===== src/rtl/fir_pkg.sv =====
// Shared defaults and FSM state encoding for the FIR delay/coefficient controller.
package fir_pkg;

    localparam int DEF_TAPS     = 10;
    localparam int DEF_SAMPLE_W = 3;
    localparam int DEF_COEFF_W  = 16;
    localparam int DEF_ADDR_W   = 4;

    typedef enum logic [2:0] {
        IDLE  = 3'd0,
        WRITE = 3'd1,
        READ  = 3'd2,
        DRAIN = 3'd3,
        DONE  = 3'd4
    } firState_e;

    // True when a coefficient index addresses a real tap.
    function automatic logic isTapAddr(input int unsigned addr, input int unsigned taps);
        return addr < taps;
    endfunction

endpackage


===== src/rtl/fir_delay_line.sv =====
// Sample delay chain: on iShift every tap takes its neighbour's value and tap 0 takes iSample.
module fir_delay_line #(
    parameter int TAPS     = fir_pkg::DEF_TAPS,
    parameter int SAMPLE_W = fir_pkg::DEF_SAMPLE_W
) (
    input  logic                     iClk12M,
    input  logic                     iRsn,
    input  logic                     iShift,
    input  logic [SAMPLE_W-1:0]      iSample,
    output logic [TAPS*SAMPLE_W-1:0] oDelay
);

    logic [SAMPLE_W-1:0] tapQ [TAPS];

    genvar gi;
    generate
        for (gi = 0; gi < TAPS; gi++) begin : gTap
            logic [SAMPLE_W-1:0] tapReg;
            logic [SAMPLE_W-1:0] tapNext;

            if (gi == 0) begin : gHead
                assign tapNext = iSample;
            end else begin : gBody
                assign tapNext = tapQ[gi-1];
            end

            always_ff @(posedge iClk12M or negedge iRsn) begin
                if (!iRsn) begin
                    tapReg <= '0;
                end else if (iShift) begin
                    tapReg <= tapNext;
                end
            end

            assign tapQ[gi] = tapReg;
            assign oDelay[gi*SAMPLE_W +: SAMPLE_W] = tapReg;
        end
    endgenerate

endmodule


===== src/rtl/fir_delay_ctrl.sv =====
// FIR front-end controller: owns the sample delay chain, sequences coefficient SRAM
// reads for the MAC after each sample, and arbitrates coefficient writes while idle.
module fir_delay_ctrl
    import fir_pkg::*;
#(
    parameter int TAPS     = DEF_TAPS,
    parameter int SAMPLE_W = DEF_SAMPLE_W,
    parameter int COEFF_W  = DEF_COEFF_W,
    parameter int ADDR_W   = DEF_ADDR_W
) (
    input  logic                     iClk12M,
    input  logic                     iRsn,
    input  logic                     iEnSample,
    input  logic [SAMPLE_W-1:0]      iFirIn,
    input  logic                     iCoeffWrEn,
    input  logic [ADDR_W-1:0]        iCoeffWrAddr,
    input  logic [COEFF_W-1:0]       iCoeffWrData,
    output logic                     oCoeffWrRdy,
    output logic                     oCsnRam,
    output logic                     oWrnRam,
    output logic [ADDR_W-1:0]        oAddrRam,
    output logic [COEFF_W-1:0]       oWrDtRam,
    output logic [TAPS*SAMPLE_W-1:0] oDelay,
    output logic                     oEnMul,
    output logic                     oEnAddAcc,
    output logic                     oBusy,
    output logic                     oDone,
    output logic                     oOverrun,
    output logic                     oAddrErr
);

    localparam logic [ADDR_W-1:0] LAST_TAP = ADDR_W'(TAPS - 1);

    firState_e         state;
    logic [ADDR_W-1:0] tapIdx;
    logic              isIdle;
    logic              sampleAcc;
    logic              writeAcc;
    logic              addrOk;

    assign isIdle      = (state == IDLE);
    assign sampleAcc   = isIdle && iEnSample;
    assign writeAcc    = isIdle && !iEnSample && iCoeffWrEn;
    assign oCoeffWrRdy = isIdle && !iEnSample;
    assign addrOk      = isTapAddr(32'(iCoeffWrAddr), TAPS);

    fir_delay_line #(
        .TAPS     (TAPS),
        .SAMPLE_W (SAMPLE_W)
    ) uDelayLine (
        .iClk12M (iClk12M),
        .iRsn    (iRsn),
        .iShift  (sampleAcc),
        .iSample (iFirIn),
        .oDelay  (oDelay)
    );

    always_ff @(posedge iClk12M or negedge iRsn) begin
        if (!iRsn) begin
            state     <= IDLE;
            tapIdx    <= '0;
            oCsnRam   <= 1'b1;
            oWrnRam   <= 1'b1;
            oAddrRam  <= '0;
            oWrDtRam  <= '0;
            oEnMul    <= 1'b0;
            oEnAddAcc <= 1'b0;
            oBusy     <= 1'b0;
            oDone     <= 1'b0;
            oOverrun  <= 1'b0;
            oAddrErr  <= 1'b0;
        end else begin
            oDone    <= 1'b0;
            oAddrErr <= 1'b0;
            // A sample strobe is only honoured in IDLE; anywhere else it is flagged and dropped.
            oOverrun <= iEnSample && !isIdle;

            case (state)
                IDLE: begin
                    if (sampleAcc) begin
                        state    <= READ;
                        tapIdx   <= '0;
                        oCsnRam  <= 1'b0;
                        oWrnRam  <= 1'b1;
                        oAddrRam <= '0;
                        oBusy    <= 1'b1;
                    end else if (writeAcc) begin
                        state <= WRITE;
                        if (addrOk) begin
                            oCsnRam  <= 1'b0;
                            oWrnRam  <= 1'b0;
                            oAddrRam <= iCoeffWrAddr;
                            oWrDtRam <= iCoeffWrData;
                        end else begin
                            oAddrErr <= 1'b1;
                        end
                    end
                end

                WRITE: begin
                    state    <= IDLE;
                    oCsnRam  <= 1'b1;
                    oWrnRam  <= 1'b1;
                    oAddrRam <= '0;
                    oWrDtRam <= '0;
                end

                READ: begin
                    // SRAM data lags the address by one cycle, so MAC enables trail the read strobes.
                    oEnMul    <= 1'b1;
                    oEnAddAcc <= 1'b1;
                    if (tapIdx == LAST_TAP) begin
                        state    <= DRAIN;
                        oCsnRam  <= 1'b1;
                        oAddrRam <= '0;
                    end else begin
                        tapIdx   <= tapIdx + 1'b1;
                        oAddrRam <= tapIdx + 1'b1;
                    end
                end

                DRAIN: begin
                    state     <= DONE;
                    oEnMul    <= 1'b0;
                    oEnAddAcc <= 1'b0;
                    oDone     <= 1'b1;
                end

                DONE: begin
                    state <= IDLE;
                    oBusy <= 1'b0;
                end

                default: begin
                    state     <= IDLE;
                    oCsnRam   <= 1'b1;
                    oWrnRam   <= 1'b1;
                    oAddrRam  <= '0;
                    oWrDtRam  <= '0;
                    oEnMul    <= 1'b0;
                    oEnAddAcc <= 1'b0;
                    oBusy     <= 1'b0;
                end
            endcase
        end
    end

endmodule

===== config.mk =====
export PLATFORM = sky130hd
export DESIGN_NAME = fir_delay_ctrl
export DESIGN_NICKNAME = d
export VERILOG_FILES = /design/src/rtl/fir_pkg.sv /design/src/rtl/fir_delay_line.sv /design/src/rtl/fir_delay_ctrl.sv
export SDC_FILE = /design/constraint.sdc
export NUM_CORES = 1
export LEC_CHECK = 0
export CORE_ASPECT_RATIO = 0.7
export CORE_UTILIZATION = 30
export CTS_CLUSTER_SIZE = 40
export DETAILED_ROUTE_END_ITERATION = 6
export SYNTH_ARGS = -nofsm -noshare
export SYNTH_HDL_FRONTEND = slang
export SYNTH_SLANG_ARGS = --single-unit

===== constraint.sdc =====
create_clock -name iClk12M -period 1.9 [get_ports iClk12M]
set_input_delay 0.19 -clock iClk12M [delete_from_list [all_inputs] [get_ports iClk12M]]
set_output_delay 0.19 -clock iClk12M [all_outputs]
set_load 0.01 [all_outputs]

# Yosys cells after proc, flatten, opt, wreduce, memory -nomap -nowiden
# Cells that the tools add are included.
# word_totals
word_cells	89
out_inout_bits	59
reg_bits	64
# op_classes
n_addsub	1
n_reduce_logical	19
eq_ne	13
bitwise	3
order_cmp	1
muxes	31
# op_table
cell	n
$mux W16	3
$pmux W16 S2	1
$mux W4	6
$pmux W4 S3	1
$mux W1	11
$mux W3	3
$pmux W3 S3	1
$reduce_and A3 Y1	3
$reduce_or A3 Y1	3
$pmux W4 S2	1
$reduce_and A4 Y1	2
$eq A3 B2 Y1 const B	2
$ne A2 B1 Y1 const B	3
$ne A2 B2 Y1 const B	3
$ne A3 B1 Y1 const B	2
$pmux W1 S2	3
$add A4 B1 Y4 const B	1
$eq A4 B4 Y1 const B	1
$logic_and A1 B1 Y1	4
$lt A4 B4 Y1 const B	1
$reduce_and A2 Y1	2
$eq A3 B1 Y1 const B	1
$eq A3 B3 Y1 const B	1
$logic_not A3 Y1	1
other kinds (5)	8

# Depth between registers and ports, before layout
# Gate-level depths: netlist of run 1.
# depth
ltp_word	6
ltp_mapped	6
depth_no_buf	6

# By module
# Synthesis of run 1 repeated with hierarchy kept, for this count alone.
# hier_totals
cells_unflattened	220
area_unflattened_um2	2882.8
# by_module_without_submodules
mod	n_inst	cells_each	seq_area_each_um2	area_per_inst_um2
fir_delay_ctrl	1	157	853.3	1647.8
fir_delay_line	1	63	750.7	1234.9

# Least setup slack after synthesis of run 1
# No wires, ideal clock.
# synth_path
path_type	register to register
from	register state[0]
to	register uDelayLine.gTap[0].tapReg[2]
path_buffers	2
t_arrival_ns	1.484
required_time_ns	1.775
path_stages_with_launch	6
slack_ns	0.291
cell_sequence	dfrtp_1 or2_0 buf_2 nor3_4 buf_6 mux2_2
# synth_between
elab_chain_len	2
# synth_lines
item	line	source
from (decl)	fir_delay_ctrl.sv:34	firState_e state;
from (signal assigned)	fir_delay_ctrl.sv:60	state <= IDLE;
from (signal assigned)	fir_delay_ctrl.sv:81	state <= READ;
from (signal assigned)	fir_delay_ctrl.sv:88	state <= WRITE;
$logic_not A3 Y1	fir_delay_ctrl.sv:41	assign isIdle = (state == IDLE);
$logic_and A1 B1 Y1	fir_delay_ctrl.sv:42	assign sampleAcc = isIdle && iEnSample;
to (signal assigned)	fir_delay_line.sv:31	tapReg <= tapNext;
to (decl)	fir_delay_line.sv:18	logic [SAMPLE_W-1:0] tapReg;
# No other way between the ends.
# A chain may end at the register's enable or synchronous reset.

# Worst setup path after layout of run 1
# layout_path
from	register state[0]
to	register tapIdx[3]
# layout_between
elab_chain_len	4
# layout_lines
item	line	source
$logic_not A3 Y1	fir_delay_ctrl.sv:41, fir_delay_ctrl.sv:78	
$logic_and A1 B1 Y1	fir_delay_ctrl.sv:42	
$ne A2 B1 Y1 (no source line)	--	
$reduce_and A3 Y1 (no source line)	--	
to (signal assigned)	fir_delay_ctrl.sv:117	tapIdx <= tapIdx + 1'b1;
to (decl)	fir_delay_ctrl.sv:35	logic [ADDR_W-1:0] tapIdx;
# Parallel ways exist; a longest one is shown, timed or not.

==> run metrics, run 1 <==
# setup viols final 0; post-route ant nets 0; slowest CP cell dfrtp_1; Max clock buf depth 2; Net Sw Frac 0.3238; clk_lat worst skew 0.32 ns; port buffer count 85; setup tns final 0 ns; Placed Instances between 400 and 500; initial antenna violation count 0; met2 GRT Util 0.2042; met1 usage 0.1902; Util after Layout 0.4647; Num CTS Buffers 9; First-pass DRT Iterations 4; number of core rows 28; Synth cell types 39; CP Capture Type flop; CP Cell Sequence or2_0 -> buf_4 -> or3_1 -> nand2_1 -> o21ai_0; min-delay worst type in -> async; first-pass GRT wire length about 9800 um; Slew headroom 0.6994; core area ~8500 um^2; combinational fraction of design power 0.415; Final Non-Filler Cells around 430; global route hottest layer met2; Die W 114.6 um; Avg WL per Cell around 14 um; CTS clk-pin slew, worst paths 0.05 ns; Synthesized Nets between 200 and 250; cell area after synthesis 2664 um^2; cells after synthesis 216; Layout Nets between 300 and 400; WP data required 2.08 ns; CTS HTree Levels 3; Clock Power Share 0.247; ratio of cells with drive above 1 in the final layout 0.1597; DRT Wirelength about 6000 um; CP Class reg -> reg; Layout area overhead 49.13%; gr ovfl total 0; Vias/cell 4.552; EDFF count, synth 0; Leakage around 1.7 nW; CP peak stage delay around 0.47 ns; yosys warns 0; commonest non-fill, non-tap cell in the layout clkdlybuf4s50_1; via count between 1500 and 2000; Final Hold Viols 0; overall die area 9266 um^2; root buf cell clkbuf_16; drt drc 0; I/O pins between 80 and 90; Final min period between 1.5 and 2 ns; Total Routing Usage GR 0.1427; Seq pwr share 0.338; P_sw 2.212 mW; Antenna Diode Count 0; clock sinks 64; most frequent cells in the layout clkdlybuf4s50_1 (83), dfrtp_1 (62), nand2_1 (39), o21ai_0 (22), mux2_2 (20); sequential area share after synthesis 0.6022; Synth async-reset ratio 1.000; final hold slack approximately 0.35 ns; CTS tree done; Synth Flop Type dfrtp_1; Slew Limit Fails 0; DRT iter0 DRCs about 70; number of global-route vias before repair between 1500 and 2000; syn_area_per_cell ~12 um^2; Crit path arrival time approximately 1.9 ns; Max IR drop VDD 0.6865 mV; internal power 4.619 mW; max frequency between 0.5 and 0.6 GHz; crit path max fanout 9; Final Skew 0.004820 ns; #FFs+latches synth 64; GP Congestion between 0.7 and 0.8; met3 Resource Use GR 0.05373; largest net degree at the start of global routing 47; MaxCap Viol Count 0; Initial Utilization 0.3116; status complete, no violations; Worst-Margin Slew between 0.4 and 0.5 ns; final worst path period share 0.9119; Die Y between 80 and 90 um; startpoint type of the worst setup path flop; Setup Fix Bufs, Post-CTS 0; RSZ-0062 raised after global routing no; DP HPWL roughly 4300 um; power density over the cells 1720 nW/um^2
## cells in the mapped netlist (2+ instances only)
master      n  area, um^2
mux2_2     20       225.2
inv_1       4       15.01
a21o_1      2       15.01
nor2_1      4       15.01
buf_4       2       15.01
mux2_1     11       123.9
o2bb2ai_1   4       35.03
nand2b_1    2       12.51
a21oi_1     3       15.01
dfstp_2     2       52.55
buf_6       3       33.78
and3b_1     2       17.52
a2bb2oi_1   4       35.03
ha_1        2       25.02
nand2_1    39       146.4
nand3_1     2       10.01
dfrtp_1    62        1551
o21ai_0    22       110.1
buf_2       6       30.03
## metrics by stage
| step | total power [mW] | area, um^2 | setup slack [ns] |
|---|---|---|---|
| final | 6.832 | 3973 | 0.1673 |
| after CTS | 6.920 | 3973 | 0.1875 |
| after detailed placement | 5.203 | 3661 | 0.1188 |
| after global routing | 7.281 | 3973 | 0.06887 |
| after floorplan | 3.793 | 2664 | 0.2910 |
| after global placement | 5.139 | 3661 | 0.1293 |
## path summary, 6_finish.rpt
path / startpoint / to / slack (ns) / cells past startpoint
worst max-delay path: state[0]$_DFFE_PN0P_ / tapIdx[3]$_DFFE_PN0P_ / 0.17 / 5
worst min-delay path: iRsn / uDelayLine.gTap[3].tapReg[1]$_DFFE_PN0P_ / 0.35 / 2
worst max register to register: state[0]$_DFFE_PN0P_ / tapIdx[3]$_DFFE_PN0P_ / 0.17 / 5
worst min register to register: oWrDtRam[3]$_DFFE_PN0P_ / oWrDtRam[3]$_DFFE_PN0P_ / 0.48 / 2
max in group asynchronous: iRsn / oWrnRam$_DFFE_PN1P_ / 0.89 / 3
min in group iClk12M: iCoeffWrData[10] / oWrDtRam[10]$_DFFE_PN0P_ / 0.41 / 3
## routing by layer
| metal | wire length, um | vias up | part of all wire |
|---|---|---|---|
| li1 | - | 942 | - |
| met1 | 2974 | 940 | 0.49 |
| met2 | 2505 | 74 | 0.42 |
| met3 | 396 | 15 | 0.066 |
| met4 | 132 | 0 | 0.022 |
| met5 | 0 | - | 0 |
## final cells by class
cell class                 count  area (um^2)
multi-input combinational    136        960.9
timing repair buffer          94        939.7
clock buffer                  11        232.7
tap                          120        150.1
inverter                       4        15.01
clock inverter                 4        70.07
fill                         823         4576
sequential                    64         1604
## cells by family after synthesis
group / share of synthesized area
buffers and inverters: 0.03710
DFF: 0.6022
muxes: 0.1310
xor gates and xnor gates: 0.006577
and+or+nand+nor: 0.1066
AOI/OAI and AO/OA: 0.1071
adders and majority gates: 0.009393
## sequential cells by signal (all words and copies together) (netlist names)
signal                  cells
oDone                       1
oWrnRam                     1
oCsnRam                     1
state                       3
tapIdx                      4
oOverrun                    1
oWrDtRam                   16
oEnAddAcc                   1
oBusy                       1
oAddrErr                    1
oAddrRam                    4
uDelayLine.gTap.tapReg     30
## power by group through the flow
stage,clock [mW],sequential [mW],combinational [mW]
after detailed placement,0,2.33,2.87
after CTS,1.73,2.32,2.87
final,1.68,2.31,2.84
after global routing,1.79,2.39,3.09
after global placement,0,2.32,2.81
after floorplan,0,2.46,1.33
## repair_timing
| item | in CTS | in global routing |
|---|---|---|
| endpoints found under the hold margin | 18 | 0 |
| gates resized for setup | 1 | 0 |
| hold buffers | 1 | 0 |
| setup endpoints to repair | 1 | 0 |
## worst max-delay path, delay by kind of cell, from the launching register on
kind,cells,cell delay [ns]
buffers and inverters,1,0.19
AO/OA/AOI/OAI,1,0.10
flip-flops,1,0.47
AND/OR/NAND/NOR,3,0.82
No activity file was read; power rests on OpenSTA's default activity.
==> inputs of run 2 (changes only) <==
- DONT_BUFFER_PORTS: default -> 1
==> run 2 against run 1 <==
  * Fmax up 3.2%
  * Via count down 14%
  * Highest routed layer unchanged
  * Clock skew hardly changed
  * Sequential cell count did not move
  * Total power decreased by 16%
  * Clock power decreased by 9.5%
  * Routed wire length is 6.5% lower
  * Setup slack improved by 0.054 ns
  * First-iteration DRC count unchanged
  * Clock-buffer cell count rose by 2
  * Sequential power up 14%
  * Global-route usage decreased by 0.92 points
==> run metrics, run 2 (synthesized netlist as in run 1, its figures left out) <==
crit path max fanout 32; most frequent cells in the layout dfrtp_1 (62), nand2_1 (39), o21ai_0 (22), mux2_2 (20), dlygate4sd3_1 (16); status complete, no violations; initial antenna violation count 0; drt drc 0; final worst path period share 0.8835; first-pass GRT wire length between 9000 and 10000 um; slowest CP cell dfrtp_1; I/O pins between 80 and 90; critical path's top delay family flip-flops; Worst-Margin Slew 0.4383 ns; CP Capture Type flop; overall die area 9266 um^2; Initial Utilization 0.3116; startpoint type of the worst setup path flop; # setup viols final 0; via count between 1500 and 2000; root buf cell clkbuf_16; commonest non-fill, non-tap cell in the layout dfrtp_1; Largest regs uDelayLine.gTap.tapReg: 30 flops, oWrDtRam: 16 flops; Layout area overhead 22.87%; Die W around 110 um; CTS clk-pin slew, worst paths around 0.050 ns; Vias/cell 4.653; MaxCap Viol Count 0; number of core rows 28; Layout Nets 267; CTS HTree Levels 3; Buf+Inv Stages, Crit Path 1; port buffer count 0; Final Skew roughly 0.0052 ns; Slew headroom 0.7047; Setup Fix Bufs, Post-CTS 0; Die Y about 81 um; R2R Setup Slk roughly 0.22 ns; RSZ-0062 raised after global routing no; number of global-route vias before repair 1657; FF-to-FF path depth 4; min-delay worst type in -> reg; Final Hold Viols 0; clk_lat worst skew around 0.32 ns; Total Routing Usage GR 0.1335; Setup crit end oWrDtRam[9]$_DFFE_PN0P_; Avg WL per Cell 15.47 um; Leakage between 1 and 1.5 nW; power density over the cells ~1800 nW/um^2; DRT Wirelength 5617 um; r2r endpoint oWrDtRam[9]$_DFFE_PN0P_; Max IR drop VDD 0.4354 mV; Slew Limit Fails 0; largest net degree at the start of global routing 65; Crit path arrival time roughly 1.9 ns; Antenna Diode Count 0; core area ~8500 um^2; DRT iter0 DRCs between 70 and 80; max frequency approximately 0.6 GHz; CP Cell Sequence mux2_2 -> a31oi_2 -> buf_4 -> o21ai_0; First-pass DRT Iterations 3; Setup crit start state[1]$_DFFE_PN0P_; CTS tree done; Worst path depth 4; CP peak stage delay ~0.56 ns; Num CTS Buffers 9; Largest register FFs 30; ratio of cells with drive above 1 in the final layout 0.2058; # hold bufs at CTS 17; CP Class reg -> reg; DP HPWL 3796 um; gr ovfl total 0; Max clock buf depth 2; setup tns final 0 ns; clock sinks 64; post-route ant nets 0; GP Congestion about 0.75; final hold slack around 0.014 ns; Reg with most FFs uDelayLine.gTap.tapReg; Final min period ~1.7 ns; fillers 853; worst r2r src state[1]$_DFFE_PN0P_; WP data required ~2.1 ns; Resized Gates After CTS 0
run 2: changes by cell type in the layout (fill, tap and decap cells not counted), sizes merged, moves of 2 or more:
cell           before  now
buf                 9    7
bufinv              2    0
clkdlybuf4s50      83    0
dlygate4sd3         1   16
clkbuf             11   13
run 2: report_power, final:
group / leakage (nW) / internal [mW] / switching [mW]
Sequential: 0.818 / 1.91 / 0.727
Combinational: 0.478 / 0.793 / 0.802
Clock: 0.145 / 0.981 / 0.543
run 2: per-layer routing:
layer | part of all wire | track usage
met3 | 0.11 | 0.07910
met5 | 0 | 0
met1 | 0.44 | 0.1625
met4 | 0.016 | 0.06234
met2 | 0.44 | 0.1879
run 2: layout make-up:
cell class	instances	area, um^2	share of cell area
multi-input cells	136	960.9	0.2936
flip-flops and latches	64	1604	0.4901
well taps	120	150.1	0.04587
repair buffers	23	257.7	0.07875
clock inverters	3	15.01	0.004587
clock buffers	13	270.3	0.08257
inverters	4	15.01	0.004587
run 2: worst min path at each step:
| stage | endpoint | startpoint | slack, ns | cells after the start |
|---|---|---|---|---|
| after floorplan | oAddrErr$_DFF_PN0_ | iRsn | -0.11 | 0 |
| after CTS | oWrDtRam[3]$_DFFE_PN0P_ | iCoeffWrData[3] | 0.002 | 2 |
| after detailed placement | uDelayLine.gTap[4].tapReg[1]$_DFFE_PN0P_ | iRsn | -0.10 | 0 |
| after global routing | oAddrErr$_DFF_PN0_ | iCoeffWrEn | 0.02 | 1 |
| after global placement | uDelayLine.gTap[4].tapReg[1]$_DFFE_PN0P_ | iRsn | -0.10 | 0 |
| final | oWrDtRam[3]$_DFFE_PN0P_ | iCoeffWrData[3] | 0.01 | 2 |
run 2: metrics by stage:
| stage | std cells | cell area, um^2 | setup slack, ns | power, mW | utilization |
|---|---|---|---|---|---|
| after floorplan | 216 | 2664 | 0.2910 | 3.793 | - |
| after global placement | 330 | 2800 | 0.2703 | 4.152 | 0.3276 |
| after detailed placement | 330 | 2800 | 0.2299 | 4.216 | 0.3276 |
| after CTS | 363 | 3273 | 0.2202 | 5.842 | 0.3829 |
| after global routing | 363 | 3273 | 0.06804 | 6.196 | 0.3829 |
| final | 363 | 3273 | 0.2213 | 5.755 | 0.3829 |
run 2: worst reg2reg max path: cells and delay by family, from the launching register on:
| kind | cells | cell delay, ns |
|---|---|---|
| compound gates | 2 | 0.29 |
| buf+inv | 1 | 0.29 |
| flops | 1 | 0.56 |
| mux | 1 | 0.39 |
==> inputs of run 3 (changes only) <==
- CAP_MARGIN: default -> 20
==> results of run 3 <==
No change in the layout: final DEF, timing and power equal those of run 2.
